$ cat src/rtl/fetch_pc_ctrl_if.sv
// Fetch-stage bus between the next-PC controller, the history buffer/target store and EX.
// master = the controller side, slave = the environment (predictors, hazard unit, EX).
interface fetch_pc_ctrl_if #(parameter int PC_W = 30);
    logic            stall_f;
    logic            stall_d;
    logic            bhb_valid;
    logic            bhb_taken;
    logic            btb_hit;
    logic [PC_W-1:0] btb_target;
    logic            ex_is_branch;
    logic            ex_taken;
    logic [PC_W-1:0] ex_target;
    logic [PC_W-1:0] pc_if;
    logic            pred_taken_if;
    logic            flush;
    logic [PC_W-1:0] redirect_pc;
    logic            bhb_update;

    modport master (
        input  stall_f, stall_d, bhb_valid, bhb_taken, btb_hit, btb_target,
               ex_is_branch, ex_taken, ex_target,
        output pc_if, pred_taken_if, flush, redirect_pc, bhb_update
    );

    modport slave (
        output stall_f, stall_d, bhb_valid, bhb_taken, btb_hit, btb_target,
               ex_is_branch, ex_taken, ex_target,
        input  pc_if, pred_taken_if, flush, redirect_pc, bhb_update
    );
endinterface

$ cat src/rtl/fetch_pc_ctrl.sv
// Next-PC generator: predicts from the history buffer, tracks predictions through ID/EX, flushes on mispredict.
// Optional FETCH_PRED_STATS_EN adds saturating branch / mispredict counters.
module fetch_pc_ctrl #(
    parameter int              PC_W     = 30,
    parameter logic [PC_W-1:0] RESET_PC = '0
) (
    input  logic             clk,
    input  logic             rstn,
    fetch_pc_ctrl_if.master  bus
`ifdef FETCH_PRED_STATS_EN
    ,
    output logic [31:0]      br_count,
    output logic [31:0]      mispred_count
`endif
);
    typedef struct packed {
        logic            valid;
        logic [PC_W-1:0] pc;
        logic            pred_taken;
        logic [PC_W-1:0] pred_target;
    } slot_t;

    localparam logic [PC_W-1:0] PC_ONE = PC_W'(1);

    logic [PC_W-1:0] pc_q, pc_d;
    slot_t           id_q, id_d;
    slot_t           ex_q, ex_d;
    logic            pred_taken;
    logic            ex_br;
    logic            mispred;
    logic [PC_W-1:0] redirect;

    always_comb begin
        pred_taken = bus.bhb_valid & bus.bhb_taken & bus.btb_hit;
        ex_br      = ex_q.valid & bus.ex_is_branch;
        // A prediction on a non-branch means the history entry aliased; treat as mispredict.
        mispred    = (ex_br & ((bus.ex_taken != ex_q.pred_taken) |
                               (bus.ex_taken & ex_q.pred_taken & (bus.ex_target != ex_q.pred_target)))) |
                     (ex_q.valid & ~bus.ex_is_branch & ex_q.pred_taken);
        redirect   = '0;
        if (mispred)
            redirect = (bus.ex_is_branch & bus.ex_taken) ? bus.ex_target : ex_q.pc + PC_ONE;
    end

    always_comb begin
        pc_d = pc_q + PC_ONE;
        if (mispred)         pc_d = redirect;
        else if (bus.stall_f) pc_d = pc_q;
        else if (pred_taken)  pc_d = bus.btb_target;

        id_d = '{valid: 1'b1, pc: pc_q, pred_taken: pred_taken, pred_target: bus.btb_target};
        if (mispred)          id_d = '0;
        else if (bus.stall_d) id_d = id_q;
        else if (bus.stall_f) id_d = '0;

        ex_d = id_q;
        if (mispred || bus.stall_d) ex_d = '0;
    end

    always_ff @(posedge clk) begin
        if (!rstn) begin
            pc_q <= RESET_PC;
            id_q <= '0;
            ex_q <= '0;
        end else begin
            pc_q <= pc_d;
            id_q <= id_d;
            ex_q <= ex_d;
        end
    end

    assign bus.pc_if         = pc_q;
    assign bus.pred_taken_if = pred_taken;
    assign bus.flush         = mispred;
    assign bus.redirect_pc   = redirect;
    assign bus.bhb_update    = ex_br;

`ifdef FETCH_PRED_STATS_EN
    logic [31:0] br_cnt_q, br_cnt_d;
    logic [31:0] mis_cnt_q, mis_cnt_d;

    always_comb begin
        br_cnt_d  = br_cnt_q;
        mis_cnt_d = mis_cnt_q;
        if (ex_br && br_cnt_q != 32'hFFFF_FFFF)    br_cnt_d  = br_cnt_q + 32'd1;
        if (mispred && mis_cnt_q != 32'hFFFF_FFFF) mis_cnt_d = mis_cnt_q + 32'd1;
    end

    always_ff @(posedge clk) begin
        if (!rstn) begin
            br_cnt_q  <= '0;
            mis_cnt_q <= '0;
        end else begin
            br_cnt_q  <= br_cnt_d;
            mis_cnt_q <= mis_cnt_d;
        end
    end

    assign br_count      = br_cnt_q;
    assign mispred_count = mis_cnt_q;
`endif
endmodule

$ cat src/flat_wrapper.sv
// flat-port wrapper written by rule: the top's interface ports become plain ports
module fetch_pc_ctrl_flat 
#(
    parameter int              PC_W     = 30,
    parameter logic [PC_W-1:0] RESET_PC = '0
)
  (clk, rstn, bus_stall_f, bus_stall_d, bus_bhb_valid, bus_bhb_taken, bus_btb_hit, bus_btb_target, bus_ex_is_branch, bus_ex_taken, bus_ex_target, bus_pc_if, bus_pred_taken_if, bus_flush, bus_redirect_pc, bus_bhb_update);
  fetch_pc_ctrl_if #(.PC_W(PC_W)) bus_i ();
  input  logic clk;
  input  logic rstn;
  input wire logic [$bits(bus_i.stall_f)-1:0] bus_stall_f;
  input wire logic [$bits(bus_i.stall_d)-1:0] bus_stall_d;
  input wire logic [$bits(bus_i.bhb_valid)-1:0] bus_bhb_valid;
  input wire logic [$bits(bus_i.bhb_taken)-1:0] bus_bhb_taken;
  input wire logic [$bits(bus_i.btb_hit)-1:0] bus_btb_hit;
  input wire logic [$bits(bus_i.btb_target)-1:0] bus_btb_target;
  input wire logic [$bits(bus_i.ex_is_branch)-1:0] bus_ex_is_branch;
  input wire logic [$bits(bus_i.ex_taken)-1:0] bus_ex_taken;
  input wire logic [$bits(bus_i.ex_target)-1:0] bus_ex_target;
  output wire logic [$bits(bus_i.pc_if)-1:0] bus_pc_if;
  output wire logic [$bits(bus_i.pred_taken_if)-1:0] bus_pred_taken_if;
  output wire logic [$bits(bus_i.flush)-1:0] bus_flush;
  output wire logic [$bits(bus_i.redirect_pc)-1:0] bus_redirect_pc;
  output wire logic [$bits(bus_i.bhb_update)-1:0] bus_bhb_update;
  assign bus_i.stall_f = bus_stall_f;
  assign bus_i.stall_d = bus_stall_d;
  assign bus_i.bhb_valid = bus_bhb_valid;
  assign bus_i.bhb_taken = bus_bhb_taken;
  assign bus_i.btb_hit = bus_btb_hit;
  assign bus_i.btb_target = bus_btb_target;
  assign bus_i.ex_is_branch = bus_ex_is_branch;
  assign bus_i.ex_taken = bus_ex_taken;
  assign bus_i.ex_target = bus_ex_target;
  assign bus_pc_if = bus_i.pc_if;
  assign bus_pred_taken_if = bus_i.pred_taken_if;
  assign bus_flush = bus_i.flush;
  assign bus_redirect_pc = bus_i.redirect_pc;
  assign bus_bhb_update = bus_i.bhb_update;
  fetch_pc_ctrl #(.PC_W(PC_W), .RESET_PC(RESET_PC)) u_core (.clk(clk), .rstn(rstn), .bus(bus_i));
endmodule
$ cat config.mk
export PLATFORM = sky130hd
export DESIGN_NAME = fetch_pc_ctrl_flat
export DESIGN_NICKNAME = d
export VERILOG_FILES = /design/src/rtl/fetch_pc_ctrl_if.sv /design/src/rtl/fetch_pc_ctrl.sv /design/src/flat_wrapper.sv
export SDC_FILE = /design/constraint.sdc
export NUM_CORES = 1
export LEC_CHECK = 0
export ABC_AREA = 1
export CAP_MARGIN = 0
export CORE_MARGIN = 2
export CORE_UTILIZATION = 40
export DETAILED_ROUTE_END_ITERATION = 8
export PLACE_DENSITY = 0.68
export SYNTH_ARGS = -nofsm -noshare
export SYNTH_HDL_FRONTEND = slang
export SYNTH_SLANG_ARGS = --single-unit
$ cat constraint.sdc
create_clock -name clk -period 3.1 [get_ports clk]
set_input_delay 0.775 -clock clk [delete_from_list [all_inputs] [get_ports clk]]
set_output_delay 0.775 -clock clk [all_outputs]
set_load 0.05 [all_outputs]
==> impl_metrics.tcl <==
set metrics [dict create \
    layout.cells.most_common_list "379 x nand2_1, 254 x nor2_1, 152 x dfxtp_1, 145 x inv_1, 101 x buf_4" \
    critical_path_required_ps 2320 \
    distinct_cell_type_count_after_synthesis 33 \
    detail_route.iter0.violations 778 \
    cap_viol_max_count 0 \
    post-route-period-util_pct 98.0 \
    clock_power_share_pct 41.3 \
    register_area_um2 3090 \
    gp_routability_congestion 0.944 \
    cts_inserted_buffers 17 \
    synth_top_area_cell "dfxtp_1" \
    power.density_cell_area_nw_per_um2 411 \
    power.switching_fraction_pct 29.2 \
    cell_area_synth_um2 8350 \
    clock_slew_seen_by_the_registers_of_the_worst_setup_and_hold_paths_ps 60 \
    antenna_found_initial 0 \
    utilization_after_layout_pct 59.0 \
    timing.critical_path.from_type "primary input" \
    crit_family "simple AND/OR/NAND/NOR gates" \
    path_buf_inv 4 \
    i_o_pins 132 \
    met2_usage_pct 42.2 \
    layout.nets 1623 \
    antenna_cells_inserted 0 \
    setup_violations 0 \
    synthToLayoutAreaGrowth_pct 43.9 \
    layout.cells.most_common "nand2_1" \
    power_report.internal_total_uw 3500 \
    hold_class "reg -> reg" \
    timing.critical_path.cells "clkdlybuf4s15_1, xnor2_1, nand2_1, nor2_2, nand2_1, nor2_1, nand2_1, nand2_2, nand2_4, buf_12, nand3_4, inv_4, buf_12" \
    power.switching_uw 1440 \
    detail_route.wirelength_um 30000 \
    drc 0 \
    synthArstFlopShare_pct 0 \
    ctsHoldBuffers 0 \
    synthesis.nets 1417 \
    timing.final.max_slew_violations 0 \
    yosys_warnings 0 \
    critPathKind "in -> out" \
    cp_data_arrival_time_ps 2260 \
    fraction_of_layout_cells_with_a_size_suffix_above_1_pct 20.7 \
    synth.top_cell.area_share_pct 36.9 \
    clock_sinks 154 \
    synthesis.instances 1345 \
    clk_root_buffer_cell "clkbuf_16" \
    finalHoldViolCount 0 \
    detail_route.wl_per_cell_um 16.4 \
    cts_htree_levels 4 \
    worstPathMaxFanout 8 \
    slew-limit-headroom_pct 57.9 \
    clkLatencyLatePin_ps 430 \
    synth_flop_cell "dfxtp_1" \
    routed_via_density 4.96 \
    floorplan.die_area_um2 22100 \
    grt.met1_usage_pct 38.8 \
    status "finished clean" \
    critical_path.slowest_cell "clkdlybuf4s15_1" \
    met3_global_route_usage_pct 4.72 \
    design.core.area_um2 20400 \
    number_of_rows_in_the_core_area 52 \
    comb_power_share_pct 15.9 \
    synth-seq-cells 154 \
    timing.critical_path.slowest_cell_delay_ps 210 \
    area_occupied_by_multi_input_gates_um2 4790 \
    postSynthAreaPerCell_um2 6.21 \
    grt_pass1_wl_um 46200 \
    power_frac_seq_pct 42.9 \
    tritoncts "yes" \
    cts.path.max_buffers 2 \
    cellLeakagePower_uw 0.00514 \
    post_layout_nonfiller_instances 1834 \
    initial_utilization_pct 41.0 \
    routed-via-count 9097 \
    final.setup_skew_ps 6.97 \
    firstDrtPassIters 5 \
    rsz0062_at_grt "yes" \
    netlist_top_cells_area "dfxtp_1 37%, nand2_1 18%, nor2_1 12%" \
    critPathCaptureType "output port" \
    globalRoute.totalOverflow 0 \
    grt_most_used_layer "met2" \
    synth_edf_count 0 \
    die_width_um 149 \
    numPlacedInstances 1783 \
    number_of_global_route_vias_before_repair 8512 \
    min_period_ps 3040 \
    grt_max_degree 63 \
    place.port_buffers 131 \
    tightest_slew_ps 631 \
    grt_use_total_pct 27.4 \
    synth_sequential_area_ratio_pct 36.9 \
    cp_common_cell "nand2_1" \
    postRouteAntennaNets 0 \
    ir_worst_vdd_mv 0.378 \
    die_y_um 149 \
    dp_hpwl_um 22800 \
    fmax_mhz 329 \
    num-fill-cells 1873 \
]
==> tightest hold or removal path, stage by stage (launching register included) <==
cell and delay (ps):
dfxtp_1 310, inv_1 50, nor2_1 30
==> layout make-up <==
class                   instances  share of cell area [%]
clock buffers                  18                    3.65
clock inverters                14                    1.16
inverters                     184                    5.85
multi-input cells             949                    39.9
flip-flops and latches        154                    25.7
well taps                     270                    2.81
repair buffers                245                    20.9
==> repair_timing <==
item | CTS | global route
setup endpoints to repair | 31 | 31
setup buffers | 7 | 10
gates cloned | 2 | 0
endpoints found under the hold margin | 0 | 0
pin swaps | 24 | 56
resized for setup | 139 | 121
==> state kept, by name (all words and copies together) (netlist names) <==
signal / cells
u_core.bus.pc_if: 30
u_core.ex_q: 62
u_core.id_q: 62
==> final timing paths <==
kind | from | to | slack [ps] | depth (start not counted)
setup / recovery | bus_ex_target[20] | bus_redirect_pc[6] | 60 | 13
hold / removal | u_core.id_q[27] | u_core.ex_q[27] | 430 | 2
setup reg to reg | u_core.ex_q[1] | u_core.ex_q[10] | 420 | 18
hold reg to reg | u_core.id_q[27] | u_core.ex_q[27] | 430 | 2
==> cell usage after synthesis, drive strengths merged, types with 10 or more instances <==
cell type	count
nand2	395
inv	184
buf	13
nand3	85
nor2	273
clkbuf	45
a22oi	61
dfxtp	154
a21oi	18
xor2	12
nand4	10
o21ai	34
nor3	11
nand3b	13
xnor2	21
==> per-layer routing <==
| layer | wire, um | up-vias |
|---|---|---|
| met5 | 0 | - |
| met4 | 771 | 0 |
| met3 | 2100 | 43 |
| met2 | 13300 | 334 |
| met1 | 13900 | 4125 |
| li1 | - | 4595 |
==> logic make-up after synthesis <==
family | after synthesis | synth area share [%]
compound gates | 122 | 9.39
flops | 154 | 36.9
buf+inv | 242 | 11.5
simple gates | 791 | 38.2
fa+ha+maj | 3 | 0.449
xor+xnor | 33 | 3.46
==> through the flow <==
stage	TNS, ps	setup slack (ps)	cell area, um2	hold slack, ps	power [uW]
6_report	0	63.3	12000	429	4940
2_1_floorplan	0	25.6	8360	409	2570
4_1_cts	-66.4	-43.8	11800	431	4940
3_3_place_gp	-25060	-349	10900	415	2890
5_1_grt	-709	-41.2	12000	449	5140
3_5_place_dp	-28530	-376	10900	421	2900
==> power by group through the flow <==
| stage | sequential, uW | clock, uW | combinational [uW] |
|---|---|---|---|
| final | 2120 | 2040 | 784 |
| after global routing | 2120 | 2160 | 856 |
| after CTS | 2120 | 2060 | 765 |
| after detailed placement | 2160 | 0 | 737 |
| after global placement | 2160 | 0 | 733 |
| after floorplan | 2230 | 0 | 337 |
(Power assumes the default switching activity.)
